===== src/rtl/sccb_init_seq.sv =====
// Camera bring-up sequencer: walks a {reg,val} table, issues SCCB writes,
// honours delay entries and the end marker, and retries NACKed writes a bounded number of times.
module sccb_init_seq #(
  parameter int ADDR_W        = 8,
  parameter int CYCLES_PER_MS = 12000,
  parameter int MAX_RETRIES   = 3
) (
  input  logic              clk,
  input  logic              reset,
  input  logic              start,
  output logic [ADDR_W-1:0] tbl_addr,
  input  logic [15:0]       tbl_data,
  output logic              sccb_req,
  output logic [7:0]        sccb_reg,
  output logic [7:0]        sccb_wdata,
  input  logic              sccb_ack,
  input  logic              sccb_nack,
  output logic              busy,
  output logic              done,
  output logic              error,
  output logic [ADDR_W-1:0] fail_index
);

  localparam int DLY_W = $clog2(255 * CYCLES_PER_MS + 1);
  localparam int RTY_W = (MAX_RETRIES > 0) ? $clog2(MAX_RETRIES + 1) : 1;
  localparam logic [DLY_W-1:0] CPM     = DLY_W'(CYCLES_PER_MS);
  localparam logic [RTY_W-1:0] RTY_MAX = RTY_W'(MAX_RETRIES);
  localparam logic [7:0]       MARK    = 8'hFF;

  typedef enum logic [2:0] {
    IDLE   = 3'd0,
    FETCH  = 3'd1,
    DECODE = 3'd2,
    WRITE  = 3'd3,
    DELAY  = 3'd4,
    DONE   = 3'd5,
    ERROR  = 3'd6
  } state_t;

  state_t           state_r;
  logic [DLY_W-1:0] dly_cnt_r;
  logic [RTY_W-1:0] retry_r;
  logic             last_entry_s;
  logic [DLY_W-1:0] dly_load_s;

  // The table never wraps: the last address finishes the sequence.
  assign last_entry_s = (tbl_addr == {ADDR_W{1'b1}});
  // Loaded as count-1 so DELAY lasts exactly N*CYCLES_PER_MS cycles.
  assign dly_load_s   = DLY_W'(tbl_data[7:0]) * CPM - DLY_W'(1'b1);

  // Sequencer state, table pointer, SCCB request and status registers
  always_ff @(posedge clk or posedge reset) begin
    if (reset) begin
      state_r    <= IDLE;
      tbl_addr   <= {ADDR_W{1'b0}};
      fail_index <= {ADDR_W{1'b0}};
      sccb_req   <= 1'b0;
      sccb_reg   <= 8'h00;
      sccb_wdata <= 8'h00;
      busy       <= 1'b0;
      done       <= 1'b0;
      error      <= 1'b0;
      dly_cnt_r  <= {DLY_W{1'b0}};
      retry_r    <= {RTY_W{1'b0}};
    end else begin
      case (state_r)
        IDLE, DONE, ERROR: begin
          if (start) begin
            state_r  <= FETCH;
            tbl_addr <= {ADDR_W{1'b0}};
            retry_r  <= {RTY_W{1'b0}};
            busy     <= 1'b1;
            done     <= 1'b0;
            error    <= 1'b0;
          end
        end
        FETCH: state_r <= DECODE;
        DECODE: begin
          if (tbl_data[15:8] != MARK) begin
            sccb_reg   <= tbl_data[15:8];
            sccb_wdata <= tbl_data[7:0];
            sccb_req   <= 1'b1;
            state_r    <= WRITE;
          end else if (tbl_data[7:0] == MARK) begin
            state_r <= DONE;
            busy    <= 1'b0;
            done    <= 1'b1;
          end else if (tbl_data[7:0] != 8'h00) begin
            dly_cnt_r <= dly_load_s;
            state_r   <= DELAY;
          end else if (last_entry_s) begin
            state_r <= DONE;
            busy    <= 1'b0;
            done    <= 1'b1;
          end else begin
            tbl_addr <= tbl_addr + ADDR_W'(1'b1);
            state_r  <= FETCH;
          end
        end
        WRITE: begin
          if (sccb_ack) begin
            sccb_req <= 1'b0;
            if (!sccb_nack) begin
              retry_r <= {RTY_W{1'b0}};
              if (last_entry_s) begin
                state_r <= DONE;
                busy    <= 1'b0;
                done    <= 1'b1;
              end else begin
                tbl_addr <= tbl_addr + ADDR_W'(1'b1);
                state_r  <= FETCH;
              end
            end else if (retry_r < RTY_MAX) begin
              // Re-fetching the same address keeps req low for the re-issue gap.
              retry_r <= retry_r + RTY_W'(1'b1);
              state_r <= FETCH;
            end else begin
              state_r    <= ERROR;
              busy       <= 1'b0;
              error      <= 1'b1;
              fail_index <= tbl_addr;
            end
          end
        end
        DELAY: begin
          if (dly_cnt_r != {DLY_W{1'b0}}) begin
            dly_cnt_r <= dly_cnt_r - DLY_W'(1'b1);
          end else if (last_entry_s) begin
            state_r <= DONE;
            busy    <= 1'b0;
            done    <= 1'b1;
          end else begin
            tbl_addr <= tbl_addr + ADDR_W'(1'b1);
            state_r  <= FETCH;
          end
        end
        default: begin
          state_r  <= IDLE;
          sccb_req <= 1'b0;
          busy     <= 1'b0;
        end
      endcase
    end
  end

endmodule


===== config.mk =====
export PLATFORM = sky130hd
export DESIGN_NAME = sccb_init_seq
export DESIGN_NICKNAME = d
export VERILOG_FILES = /design/src/rtl/sccb_init_seq.sv
export SDC_FILE = /design/constraint.sdc
export NUM_CORES = 1
export LEC_CHECK = 0
export CAP_MARGIN = 20
export CORE_UTILIZATION = 31
export CTS_BUF_LIST = sky130_fd_sc_hd__clkbuf_4 sky130_fd_sc_hd__clkbuf_8
export CTS_CLUSTER_DIAMETER = 40
export DETAILED_ROUTE_END_ITERATION = 6
export PLACE_DENSITY = 0.53
export SYNTH_ARGS = -nofsm -noshare
export SYNTH_HDL_FRONTEND = slang
export SYNTH_SLANG_ARGS = --single-unit

===== constraint.sdc =====
create_clock -name clk -period 4.6 [get_ports clk]
set_input_delay 0.46 -clock clk [delete_from_list [all_inputs] [get_ports clk]]
set_output_delay 0.46 -clock clk [all_outputs]
set_load 0.02 [all_outputs]

# After elaboration in Yosys (flattened, before gate mapping)
# Cells that the tools add are included.
# op_classes
n_addsub,4
n_eq_ne,24
order_cmp,1
n_reduce_logical,18
bitwise_logic,3
n_mul,1
muxes,55
# op_table
op,count
22-bit 2-to-1 mux,4
8-bit 2-to-1 mux,8
22-bit one-hot mux with 2 select lines,1
"22-bit by 1-bit subtractor with 22-bit output, second input constant",2
8-bit one-hot mux with 4 select lines,1
3-bit 2-to-1 mux,9
"2-bit != test, second input constant",12
1-bit 2-to-1 mux,22
22-bit nonzero test,1
"8-bit by 9-bit multiplier with 17-bit output, second input constant",1
"8-bit == test, second input constant",2
3-bit one-hot mux with 5 select lines,1
7-bit AND reduction,2
5-bit AND reduction,2
"3-bit == test, second input constant",3
"3-bit != test, second input constant",3
"8-bit by 1-bit adder with 8-bit output, second input constant",1
2-bit 2-to-1 mux,4
"8-bit != test, second input constant",1
4-bit AND reduction,2
8-bit AND reduction,1
8-bit nonzero test,1
"3-bit by 2-bit == test with 1-bit output, second input constant",2
3-bit AND reduction,2
other kinds (15),18
# word_totals
wordCells,117
out_inout_bits,36
inputBits,21
reg_bits,63

# Logic depth before layout (Yosys ltp)
# logic_depth
word_depth,6
depth_mapped,18
mapped_depth_nobuf,17

# Worst setup path before layout
# OpenSTA, ideal clock, no wires.
# synth_path
path_kind,input to register
from,input tbl_data[6]
to,register dly_cnt_r[21]
path_buffers,1
stages,16
arrival_ns,4.577
setup_time_ns,0.127
path_slack_ns,-0.104
required_time_ns,4.473
path_cell_list,inv_1 > fa_1 > fa_1 > fa_1 > fa_1 > inv_1 > ha_1 > clkbuf_1 > nand3_1 > o2111ai_1 > a211oi_1 > xnor2_1 > a311o_1 > nor4_2 > xnor2_1 > o21ai_1
# synth_via
elab_chain_len,6
elab_cells_between_ends,11
cone_classes,add/sub (1); mul (1); eq/ne (3); mux (4); reduce/logical (2)
# synth_rtl
item,line,text
start: declaration,12,"input logic [15:0] tbl_data,"
8-bit by 9-bit multiplier with 17-bit output,49,assign dly_load_s = DLY_W'(tbl_data[7:0]) * CPM - DLY_W'(1'b1);
22-bit by 1-bit subtractor with 22-bit output,49,
22-bit 2-to-1 mux,88,end else if (tbl_data[7:0] != 8'h00) begin
22-bit 2-to-1 mux,84,end else if (tbl_data[7:0] == MARK) begin
22-bit 2-to-1 mux,79,if (tbl_data[15:8] != MARK) begin
22-bit one-hot mux with 2 select lines,66,case (state_r)
end signal: assignment,63,dly_cnt_r <= {DLY_W{1'b0}};
end signal: assignment,89,dly_cnt_r <= dly_load_s;
end signal: assignment,127,dly_cnt_r <= dly_cnt_r - DLY_W'(1'b1);
end: declaration,41,logic [DLY_W-1:0] dly_cnt_r;
# Several ways; a longest one is shown, not always the timed one. The select of a mux whose other input is x is not followed.
# A chain may end at the register's enable or synchronous reset.

# Worst setup path in the final report
# layout_path
from,input tbl_data[2]
to,register dly_cnt_r[19]
# The elaborated chain is that of the path after synthesis.

==> impl_results.md <==
- First-pass GRT wire length: 23,460 µm
- MaxCap Viol Count: 0
- Comb pwr share: 66.2%
- Vias per cell: 4.966
- 1st-iter DRT viols: 224
- Post-layout min period: 4.462 ns
- Main synth FF type: dfrtp_1
- FILL cells: 1,599
- CP endpoint kind: flop
- Fraction of layout instances using a drive strength above 1: 20.31%
- Total nets after synthesis: 678
- Mean Syn Cell Area: 8.920 µm²
- Sequential share of power: 22.0%
- CTS tree: built
- Hold path start: sccb_wdata[1]
- Sequence of cells on the critical path: dlygate4sd2_1 -> fa_1 -> fa_1 -> inv_1 -> fa_1 -> fa_1 -> inv_1 -> ha_4 -> a211o_1 -> a211o_1 -> a311o_1 -> a311o_1 -> nor2_2 -> xnor2_1 -> a221oi_1
- Vias in the first global route: 4,644
- Slowest Stage Delay on Critical Path: 0.51 ns
- RR Startpoint: state_r[0]
- HP Class: flop to flop
- Register with the most flip-flops: dly_cnt_r
- Die width: 132.1 µm
- FMAX: 0.2241 GHz
- # nets final: 799
- Initial antenna violation count: 0
- Most used cell, CP: fa_1
- Max-slew headroom: 34.81%
- Final Skew: 0.01139 ns
- Pwr Total: 0.004237 W
- Register area share after synthesis: 30.06%
- Clock sinks: 63
- Status: finished clean
- GRT Resource Usage Total: 16.81%
- Initial DRT Pass Iterations: 4
- Total CTS buffers: 9
- Critical-path top delay cell: fa_1
- Flops & latches, synth: 63
- Final wirelength: 13,820 µm
- IO Count: 57
- Rows: 47
- Die Y: 132.1 µm
- Clock buffer depth: 2
- Post-Syn Instances: 588
- Die area: 0.01744 mm²
- Leak: 3.027 nW
- WL per Instance: 14.80 µm
- Placed Cells: 912
- Setup_tns: 0 ns
- Post-detailed-route count of antenna-violating nets: 0
- Pint: 0.002377 W
- Hold path cells: 2
- Hold Vio Cnt, Final: 0
- Post-DP HPWL: 10,870 µm
- Required time worst endpoint: 4.85 ns
- Post-synth EDFFs: 0
- Fin cells: 934
- Tcrit/Tclk final: 97.01%
- Vias: 4,638
- Max FFs per register: 22
- Pwr dens: 614.4 mW/mm²
- Hold EP: sccb_wdata[1]
- RD Place Congestion: 0.8554
- Antenna Cells: 0
- CTS H-tree depth: 3
- Pins Over Slew Limit: 0
- DR DRC count: 0
- Sw Ratio: 43.90%
- RSZ-0062 raised after global routing: true
- Beginning of the critical path: tbl_data[2]
- Peak VDD IR: 0.2452 mV
- Clock Tree Root: clkbuf_8
- Startpoint Class: input pin
- Synthesized cell area: 0.005245 mm²
- Area growth from synthesis to layout: 31.49%
- Tightest Pin Transition: 0.9713 ns
- Worst R2R Setup Slack: 1.41 ns
- Final setup fails: 0
- Worst path arrival time: 4.71 ns
- Switching power: 0.001860 W
- Clock slew at reported path FFs: 0.07 ns
- Global route overflow: 0
- Crit Path Max Fanout: 4
- R2r worst-path depth: 6
- Synth cell types: 63
- Reg2reg end: dly_cnt_r[16]
- Largest net degree at the start of global routing: 33
- Clock latency on the worst-skew pair: 0.36 ns
- Clock power frac: 11.8%
- Post-synth ARST share: 100.0%
- Yosys Warn Count: 0
- CORE AREA: 0.01652 mm²
- Crit Path Class: input pin to flop
- Starting density of the core: 31.74%
- Port-buffer cells: 56
synthesized netlist by cell type (3+ instances only):
library cell,n,area (µm²)
nand3_1,18,90.09
and3_1,5,31.28
dfrtp_1,63,1577
o211ai_1,3,22.52
ha_1,45,563.0
or3_1,5,31.28
nor3_1,20,100.1
fa_1,24,480.5
nor4_1,5,31.28
nand2_1,50,187.7
xor2_1,18,157.7
clkbuf_1,16,60.06
nand2b_1,4,25.02
o21ai_0,46,230.2
o21ai_1,3,15.01
mux2_2,17,191.4
a31oi_1,9,56.30
inv_1,61,229.0
nor2_1,46,172.7
nand4_1,9,56.30
nor2b_1,6,37.54
xnor2_1,14,122.6
a21oi_1,34,170.2
nor3b_1,4,30.03
a22oi_1,6,45.04
a21o_1,3,22.52
nand3b_1,6,45.04
o22a_1,4,35.03
layout make-up:
class	count	area, µm²	share of cell area, %
clock inverters	5	56.30	0.8164
flip-flops and latches	63	1577	22.86
inverters	61	229.0	3.320
well taps	220	275.3	3.991
repair buffers	127	1101	15.97
clock buffers	11	145.1	2.104
multi-input cells	447	3513	50.94
what timing repair did:
action                                  in CTS  in global routing
endpoints found under the setup margin       9                  7
buffers inserted                             3                  3
hold buffers                                 0                  0
pin swaps                                   11                 14
gates resized for setup                     26                 15
endpoints found under the hold margin        0                  0
layout by cell type (no fill, tap or decap), drive strengths merged, types with 14 or more instances in the layout:
cell	netlist	layout
a21oi	34	34
buf	1	72
clkdlybuf4s50	0	50
dfrtp	63	63
fa	24	24
ha	45	45
inv	61	62
mux2	17	17
nand2	50	50
nand3	18	18
nor2	46	46
nor3	20	20
o21ai	49	49
xnor2	14	14
xor2	18	18
routing by layer:
| layer | vias up | global-route usage (%) | wire [µm] |
|---|---|---|---|
| met5 | - | 0 | 0 |
| met4 | 0 | 5.620 | 211 |
| met3 | 13 | 2.384 | 323 |
| met2 | 72 | 29.86 | 7056 |
| met1 | 2239 | 20.80 | 6229 |
| li1 | 2314 | - | - |
power groups by stage:
stage / clock network (W) / registers [W] / logic, W
2_1_floorplan: 0 / 0.000973 / 0.00158
3_3_place_gp: 0 / 0.000929 / 0.00255
3_5_place_dp: 0 / 0.000940 / 0.00259
4_1_cts: 0.000516 / 0.000930 / 0.00273
5_1_grt: 0.000545 / 0.000964 / 0.00309
6_report: 0.000501 / 0.000933 / 0.00280
critical path, delay by kind of cell:
| kind | cells | cell delay (ns) |
|---|---|---|
| xor+xnor | 1 | 0.09 |
| buf+inv | 3 | 0.39 |
| fa+ha+maj | 5 | 2.19 |
| compound gates | 5 | 1.46 |
| simple gates | 1 | 0.12 |
how the worst max path moves through the flow:
stage	end	slack, ns
2_1_floorplan	dly_cnt_r[20]	0.06
3_3_place_gp	dly_cnt_r[19]	-0.67
3_5_place_dp	dly_cnt_r[19]	-0.75
4_1_cts	dly_cnt_r[19]	0.01
5_1_grt	dly_cnt_r[19]	-0.002
6_report	dly_cnt_r[19]	0.14
cells by family (layout without fill, tap and decap cells):
logic type | Yosys count | in the layout | synth area share, %
mux | 18 | 18 | 3.841
compound gates | 136 | 136 | 16.63
xor+xnor | 32 | 32 | 5.344
buf+inv | 78 | 204 | 5.606
simple gates | 192 | 192 | 18.63
fa+ha+maj | 69 | 69 | 19.90
flops | 63 | 63 | 30.06
metrics by stage:
| step | util [%] | hold slack [ns] | cell area, µm² | worst slack, ns |
|---|---|---|---|---|
| floorplan | - | 0.4538 | 5251 | 0.05790 |
| global placement | 39.39 | 0.4616 | 6509 | -0.6711 |
| global route | 41.74 | 0.5104 | 6897 | -0.002157 |
| CTS | 41.38 | 0.4887 | 6838 | 0.009901 |
| finish | 41.74 | 0.4858 | 6897 | 0.1378 |
| detailed placement | 39.39 | 0.4713 | 6509 | -0.7513 |
No activity file was read; power rests on OpenSTA's default activity.
